### src/rtl/barret_1409_pkg.sv
// Shared constants and state encoding for the mod-1409 arithmetic chain
// (mult_feed_for_1409, barret_for_1409 and their benches).
package barret_1409_pkg;

  localparam int unsigned Q  = 1409;
  localparam int unsigned W  = 11;
  localparam int unsigned PW = 21;
  localparam int unsigned CW = 4;

  typedef enum logic [1:0] {
    IDLE = 2'd0,
    BUSY = 2'd1,
    DONE = 2'd2
  } state_e;

endpackage

### src/rtl/mult_feed_for_1409_if.sv
// Operand/product handshake bundle for mult_feed_for_1409.
// The slave modport is the multiplier side; master is the driver/consumer side.
interface mult_feed_for_1409_if;
  import barret_1409_pkg::*;

  logic          in_valid;
  logic          in_ready;
  logic [W-1:0]  in_a;
  logic [W-1:0]  in_b;
  logic          out_valid;
  logic          out_ready;
  logic [PW-1:0] out_prod;
  logic          out_err;

  modport slave (
    input  in_valid, in_a, in_b, out_ready,
    output in_ready, out_valid, out_prod, out_err
  );

  modport master (
    output in_valid, in_a, in_b, out_ready,
    input  in_ready, out_valid, out_prod, out_err
  );

endinterface

### src/rtl/mult_feed_for_1409.sv
// Iterative shift-add multiplier producing the raw 21-bit a*b for barret_for_1409.
// Define OPERAND_CHECK_EN to flag operands >= Q on out_err.
module mult_feed_for_1409
  import barret_1409_pkg::*;
(
  input logic                  clk,
  input logic                  rst_n,
  mult_feed_for_1409_if.slave  bus
);

  localparam logic [1:0]    S_IDLE   = IDLE;
  localparam logic [1:0]    S_BUSY   = BUSY;
  localparam logic [1:0]    S_DONE   = DONE;
  localparam logic [CW-1:0] CNT_LAST = CW'(W - 1);

  logic [1:0]    state_q, state_d;
  logic [PW-1:0] a_q, a_d;
  logic [W-1:0]  b_q, b_d;
  logic [PW-1:0] acc_q, acc_d;
  logic [CW-1:0] cnt_q, cnt_d;
  logic          rdy_q;
  logic          in_take;
  logic          out_take;

  // rdy_q keeps in_ready low while reset is held, even though state is IDLE.
  assign bus.in_ready  = rdy_q & ((state_q == S_IDLE) |
                                  ((state_q == S_DONE) & bus.out_ready));
  assign bus.out_valid = (state_q == S_DONE);
  assign bus.out_prod  = acc_q;
  assign in_take       = bus.in_valid & bus.in_ready;
  assign out_take      = bus.out_valid & bus.out_ready;

  always_comb begin
    state_d = state_q;
    a_d     = a_q;
    b_d     = b_q;
    acc_d   = acc_q;
    cnt_d   = cnt_q;
    case (state_q)
      S_BUSY: begin
        // b is consumed LSB-first while a shifts left, so b_q[0] is b[cnt].
        if (b_q[0]) begin
          acc_d = acc_q + a_q;
        end
        a_d   = a_q << 1;
        b_d   = b_q >> 1;
        cnt_d = cnt_q + 1'b1;
        if (cnt_q == CNT_LAST) begin
          state_d = S_DONE;
        end
      end
      S_IDLE, S_DONE: begin
        if (out_take) begin
          state_d = S_IDLE;
        end
        if (in_take) begin
          a_d     = {{(PW-W){1'b0}}, bus.in_a};
          b_d     = bus.in_b;
          acc_d   = '0;
          cnt_d   = '0;
          state_d = S_BUSY;
        end
      end
      default: state_d = S_IDLE;
    endcase
  end

  always_ff @(posedge clk or negedge rst_n) begin
    if (!rst_n) begin
      state_q <= S_IDLE;
      a_q     <= '0;
      b_q     <= '0;
      acc_q   <= '0;
      cnt_q   <= '0;
      rdy_q   <= 1'b0;
    end else begin
      state_q <= state_d;
      a_q     <= a_d;
      b_q     <= b_d;
      acc_q   <= acc_d;
      cnt_q   <= cnt_d;
      rdy_q   <= 1'b1;
    end
  end

`ifdef OPERAND_CHECK_EN
  localparam logic [W-1:0] QW = W'(Q);

  logic err_q, err_d;

  always_comb begin
    err_d = err_q;
    if (out_take) begin
      err_d = 1'b0;
    end
    if (in_take) begin
      err_d = (bus.in_a >= QW) | (bus.in_b >= QW);
    end
  end

  always_ff @(posedge clk or negedge rst_n) begin
    if (!rst_n) begin
      err_q <= 1'b0;
    end else begin
      err_q <= err_d;
    end
  end

  assign bus.out_err = err_q;
`else
  assign bus.out_err = 1'b0;
`endif

endmodule
### src/flat_wrapper.sv
// flat-port wrapper written by rule: the top's interface ports become plain ports
module mult_feed_for_1409_flat import barret_1409_pkg::*;
  (clk, rst_n, bus_in_valid, bus_in_a, bus_in_b, bus_out_ready, bus_in_ready, bus_out_valid, bus_out_prod, bus_out_err);
  mult_feed_for_1409_if bus_i ();
  input logic clk;
  input logic rst_n;
  input wire logic [$bits(bus_i.in_valid)-1:0] bus_in_valid;
  input wire logic [$bits(bus_i.in_a)-1:0] bus_in_a;
  input wire logic [$bits(bus_i.in_b)-1:0] bus_in_b;
  input wire logic [$bits(bus_i.out_ready)-1:0] bus_out_ready;
  output wire logic [$bits(bus_i.in_ready)-1:0] bus_in_ready;
  output wire logic [$bits(bus_i.out_valid)-1:0] bus_out_valid;
  output wire logic [$bits(bus_i.out_prod)-1:0] bus_out_prod;
  output wire logic [$bits(bus_i.out_err)-1:0] bus_out_err;
  assign bus_i.in_valid = bus_in_valid;
  assign bus_i.in_a = bus_in_a;
  assign bus_i.in_b = bus_in_b;
  assign bus_i.out_ready = bus_out_ready;
  assign bus_in_ready = bus_i.in_ready;
  assign bus_out_valid = bus_i.out_valid;
  assign bus_out_prod = bus_i.out_prod;
  assign bus_out_err = bus_i.out_err;
  mult_feed_for_1409 u_core (.clk(clk), .rst_n(rst_n), .bus(bus_i));
endmodule
### config.mk
export PLATFORM = sky130hd
export DESIGN_NAME = mult_feed_for_1409_flat
export DESIGN_NICKNAME = d
export VERILOG_FILES = /design/src/rtl/barret_1409_pkg.sv /design/src/rtl/mult_feed_for_1409_if.sv /design/src/rtl/mult_feed_for_1409.sv /design/src/flat_wrapper.sv
export SDC_FILE = /design/constraint.sdc
export NUM_CORES = 1
export LEC_CHECK = 0
export ABC_AREA = 1
export CAP_MARGIN = 10
export CORE_MARGIN = 2
export CORE_UTILIZATION = 58
export CTS_CLUSTER_DIAMETER = 120
export DETAILED_ROUTE_END_ITERATION = 16
export PLACE_DENSITY = 0.88
export SETUP_SLACK_MARGIN = 0.02
export SKIP_CTS_REPAIR_TIMING = 1
export SYNTH_ARGS = -nofsm -noshare
export SYNTH_HDL_FRONTEND = slang
export SYNTH_SLANG_ARGS = --single-unit
export TNS_END_PERCENT = 50
### constraint.sdc
create_clock -name clk -period 3.8 [get_ports clk]
set_input_delay 0.76 -clock clk [delete_from_list [all_inputs] [get_ports clk]]
set_output_delay 0.76 -clock clk [all_outputs]
set_load 0.005 [all_outputs]
==> impl_metrics.xml <==
<?xml version="1.0" encoding="UTF-8"?>
<metrics>
  <group name="global_route">
    <metric name="pin_count_of_the_biggest_net_entering_global_routing" unit="">46</metric>
    <metric name="grtUsageMet2" unit="%">46.1</metric>
    <metric name="gr-max-usage-layer" unit="">met2</metric>
    <metric name="grt.met3_usage" unit="%">5.06</metric>
    <metric name="grt_pass1_vias" unit="">3609</metric>
    <metric name="grt_remaining_overflow" unit="">0</metric>
    <metric name="track_usage" unit="%">27.3</metric>
    <metric name="antenna_found_initial" unit="">0</metric>
    <metric name="grt_first_pass_wirelength" unit="µm">15700</metric>
    <metric name="grt_use_met1" unit="%">33.8</metric>
  </group>
  <group name="clock_network">
    <metric name="worst_skew_pair.late_latency" unit="ns">0.34</metric>
    <metric name="cts.root.buffer_cell" unit="">sky130_fd_sc_hd__clkbuf_8</metric>
    <metric name="cts_inserted_buffers" unit="">9</metric>
    <metric name="cts.htree.levels" unit="">3</metric>
    <metric name="max-clock-path-buffers" unit="">2</metric>
    <metric name="cts_tree" unit="">done</metric>
    <metric name="clkSinkCount" unit="">60</metric>
    <metric name="clock_pin_slew_worst_setup_and_hold_paths" unit="ns">0.07</metric>
  </group>
  <group name="setup_path">
    <metric name="critical_path_end_type" unit="">output port</metric>
    <metric name="crit_path_start" unit="">u_core.state_q[0]</metric>
    <metric name="worstPathArrival" unit="ns">2.03</metric>
    <metric name="critical_path.slowest_cell" unit="">sky130_fd_sc_hd__dfrtp_1</metric>
    <metric name="crit_required" unit="ns">3.04</metric>
    <metric name="slowest_delay" unit="ns">0.59</metric>
    <metric name="path_cells" unit="">clkinv_2, and3_1, clkdlybuf4s50_1</metric>
    <metric name="buffering_stage_count_on_the_worst_path_with_inverters_included" unit="">2</metric>
    <metric name="worst_setup_path_start_kind" unit="">register</metric>
    <metric name="crit_path_max_fanout" unit="">22</metric>
    <metric name="setup.worst_path.class" unit="">reg2out</metric>
    <metric name="crit_family" unit="">buffers and inverters</metric>
    <metric name="r2r-start" unit="">u_core.state_q[0]</metric>
  </group>
  <group name="cells_and_area">
    <metric name="n_fill_cell" unit="">513</metric>
    <metric name="layout.cells.non_filler" unit="">655</metric>
    <metric name="final-seq-area" unit="µm²">1500</metric>
    <metric name="syn_to_final_growth" unit="%">18.6</metric>
    <metric name="antenna_diode_count" unit="">0</metric>
    <metric name="net_total_in_the_final_layout" unit="">622</metric>
    <metric name="multiInputGateArea" unit="µm²">1940</metric>
    <metric name="drive_gt1_share" unit="%">4.84</metric>
  </group>
  <group name="yosys">
    <metric name="post-synth-top-area-fraction" unit="%">39.2</metric>
    <metric name="synth_enable_flop_cells" unit="">0</metric>
    <metric name="postSynthNetCount" unit="">577</metric>
    <metric name="synthMostInstantiatedCell" unit="">sky130_fd_sc_hd__nand2_1</metric>
    <metric name="ys_seq_elements" unit="">60</metric>
    <metric name="postSynthAreaPerCell" unit="µm²">7.26</metric>
    <metric name="ys.flop_type" unit="">sky130_fd_sc_hd__dfrtp_1</metric>
    <metric name="synth.area.top_cells" unit="">sky130_fd_sc_hd__dfrtp_1 39%, sky130_fd_sc_hd__nand2_1 16%, sky130_fd_sc_hd__inv_1 7.4%, sky130_fd_sc_hd__ha_1 7.2%, sky130_fd_sc_hd__nor2_1 4.9%</metric>
    <metric name="synth.cell_area" unit="µm²">3830</metric>
    <metric name="synth_seq_area_share" unit="%">39.2</metric>
    <metric name="ys_top_cells_by_count" unit="">168 x sky130_fd_sc_hd__nand2_1, 76 x sky130_fd_sc_hd__inv_1, 60 x sky130_fd_sc_hd__dfrtp_1</metric>
    <metric name="synth_area_leader_cell" unit="">sky130_fd_sc_hd__dfrtp_1</metric>
    <metric name="yosys.cell_types.count" unit="">33</metric>
    <metric name="synth-async-reset-ratio" unit="%">100</metric>
    <metric name="ys_warn_count" unit="">0</metric>
    <metric name="synth_cells" unit="">528</metric>
  </group>
  <group name="drt">
    <metric name="vias_per_cell" unit="">5.51</metric>
    <metric name="router_iterations_before_antenna_repair" unit="">5</metric>
    <metric name="drtIter0Drc" unit="">287</metric>
    <metric name="postRouteAntennaNets" unit="">0</metric>
    <metric name="dr_total_vias" unit="">3612</metric>
    <metric name="detail_route.drc_violations" unit="">0</metric>
    <metric name="detail_route.wl_per_cell" unit="µm">14.1</metric>
    <metric name="detail_route.wirelength" unit="µm">9230</metric>
  </group>
  <group name="timing">
    <metric name="period_share" unit="%">73.5</metric>
    <metric name="setup_violations" unit="">0</metric>
    <metric name="worstMarginPinSlew" unit="ns">0.999</metric>
    <metric name="unrepaired_setup_endpoints_after_global_routing" unit="">no</metric>
    <metric name="drv_slew" unit="">0</metric>
    <metric name="final.setup.tns" unit="ns">0</metric>
    <metric name="finalWorstPathRequiredPeriod" unit="ns">2.79</metric>
    <metric name="slew_headroom" unit="%">33.4</metric>
    <metric name="timing_hold_violations_final" unit="">0</metric>
    <metric name="final_skew" unit="ns">0.0110</metric>
    <metric name="fmax" unit="MHz">358</metric>
  </group>
  <group name="die">
    <metric name="core_area" unit="µm²">6390</metric>
    <metric name="die_height" unit="µm">85.3</metric>
    <metric name="floorplan.io_pins" unit="">50</metric>
    <metric name="floorplan.die_area" unit="µm²">7280</metric>
    <metric name="starting_density" unit="%">60.0</metric>
    <metric name="dieWidth" unit="µm">85.3</metric>
    <metric name="rows" unit="">29</metric>
  </group>
  <group name="power_and_ir_drop">
    <metric name="power_switching" unit="mW">2.06</metric>
    <metric name="power-per-cell-area" unit="nW/µm²">959</metric>
    <metric name="static-leakage-power" unit="nW">2.33</metric>
    <metric name="p_sw_share" unit="%">47.3</metric>
    <metric name="comb_power_share" unit="%">57.9</metric>
    <metric name="ir_worst_vdd" unit="µV">494</metric>
    <metric name="pwr-share-clk" unit="%">14.8</metric>
    <metric name="share_seq_of_total_power" unit="%">27.3</metric>
    <metric name="internal-power" unit="mW">2.30</metric>
  </group>
  <group name="hold_path">
    <metric name="hold_path.startpoint" unit="">u_core.b_q[10]</metric>
    <metric name="classification_of_the_worst_slack_hold_path" unit="">reg2reg</metric>
  </group>
  <group name="run">
    <metric name="max_cap_viol_count" unit="">0</metric>
  </group>
  <group name="placement">
    <metric name="place.port_buffers" unit="">48</metric>
    <metric name="routabilityCongestion" unit="">0.894</metric>
    <metric name="placed_cells" unit="">639</metric>
    <metric name="place_hpwl" unit="µm">6700</metric>
  </group>
  <group name="status">
    <metric name="status" unit="">finished, final reports clean</metric>
  </group>
</metrics>
## state kept, by name (all words and copies together), names as in the netlist
| register | count |
|---|---|
| u_core.a_q | 21 |
| u_core.bus.out_prod | 21 |
| u_core.b_q | 11 |
| u_core.cnt_q | 4 |
| u_core.state_q | 2 |
| u_core.rdy_q | 1 |
## metrics by stage
step	hold slack [ns]	utilization [%]	instance area [µm²]	setup WS [ns]	power [mW]
6_report	0.538	71.2	4550	1.01	4.36
5_1_grt	0.563	71.2	4550	0.835	4.74
4_1_cts	0.535	71.2	4550	0.983	4.33
3_5_place_dp	0.525	67.8	4330	1.03	3.66
3_3_place_gp	0.515	67.8	4330	1.03	3.57
2_1_floorplan	0.464	-	3830	1.99	3.00
## final timing paths
kind | endpoint | slack (ns) | cells past startpoint
min reg2reg | u_core.b_q[10] | 0.54 | 1
min | u_core.b_q[10] | 0.54 | 1
max | bus_in_ready | 1.01 | 3
min in group asynchronous | u_core.bus.out_prod[6] | 0.58 | 1
max reg2reg | u_core.bus.out_prod[13] | 1.27 | 7
max in group asynchronous | u_core.a_q[7] | 2.41 | 2
## final cells by class
| cell class | count | area share [%] |
|---|---|---|
| clock buffer | 10 | 2.81 |
| clock inverter | 6 | 1.93 |
| inverter | 78 | 6.46 |
| multi-input combinational | 373 | 42.7 |
| sequential | 60 | 33.0 |
| tap | 77 | 2.12 |
| timing repair buffer | 51 | 10.9 |
## power by group through the flow
stage | combinational, mW | sequential (mW) | clock, mW
global placement | 2.38 | 1.19 | 0
CTS | 2.49 | 1.19 | 0.648
detailed placement | 2.46 | 1.20 | 0
finish | 2.52 | 1.19 | 0.645
global route | 2.84 | 1.23 | 0.679
floorplan | 1.89 | 1.12 | 0
## cells by family after synthesis
logic type / Yosys count / synth area share, %
flip-flops: 60 / 39.2
AO/OA/AOI/OAI: 80 / 13.1
adder cells (fa/ha/maj): 23 / 7.70
other: 2 / 0.196
XOR/XNOR: 9 / 2.06
AND/OR/NAND/NOR: 259 / 27.6
buffers and inverters: 95 / 10.1
## placed cells by master (no fill, tap or decap), drive strengths merged
master         netlist  routed
buf                 11       4
a22o                 1       1
ha                  22      22
and2                 1       1
a21oi               16      16
xnor2                6       6
bufinv               0       2
and3                 1       1
nand3b               3       3
xor2                 3       3
nor3                 5       5
clkbuf               6      10
inv                 77      78
nand3               23      23
conb                 2       2
a31oi               19      19
clkdlybuf4s50        0      47
o21bai               5       5
o211ai               9       9
o22ai               17      17
nor2                50      50
fa                   1       1
o21ai               13      13
dfrtp               60      60
nand2              171     171
nand4                5       5
clkinv               1       4
## per-layer routing
layer	vias to the layer above	wire [µm]
li1	1785	-
met1	1693	3950
met2	111	4500
met3	23	579
met4	0	208
met5	-	0
Note: power is estimated with default switching activity, not from simulation.
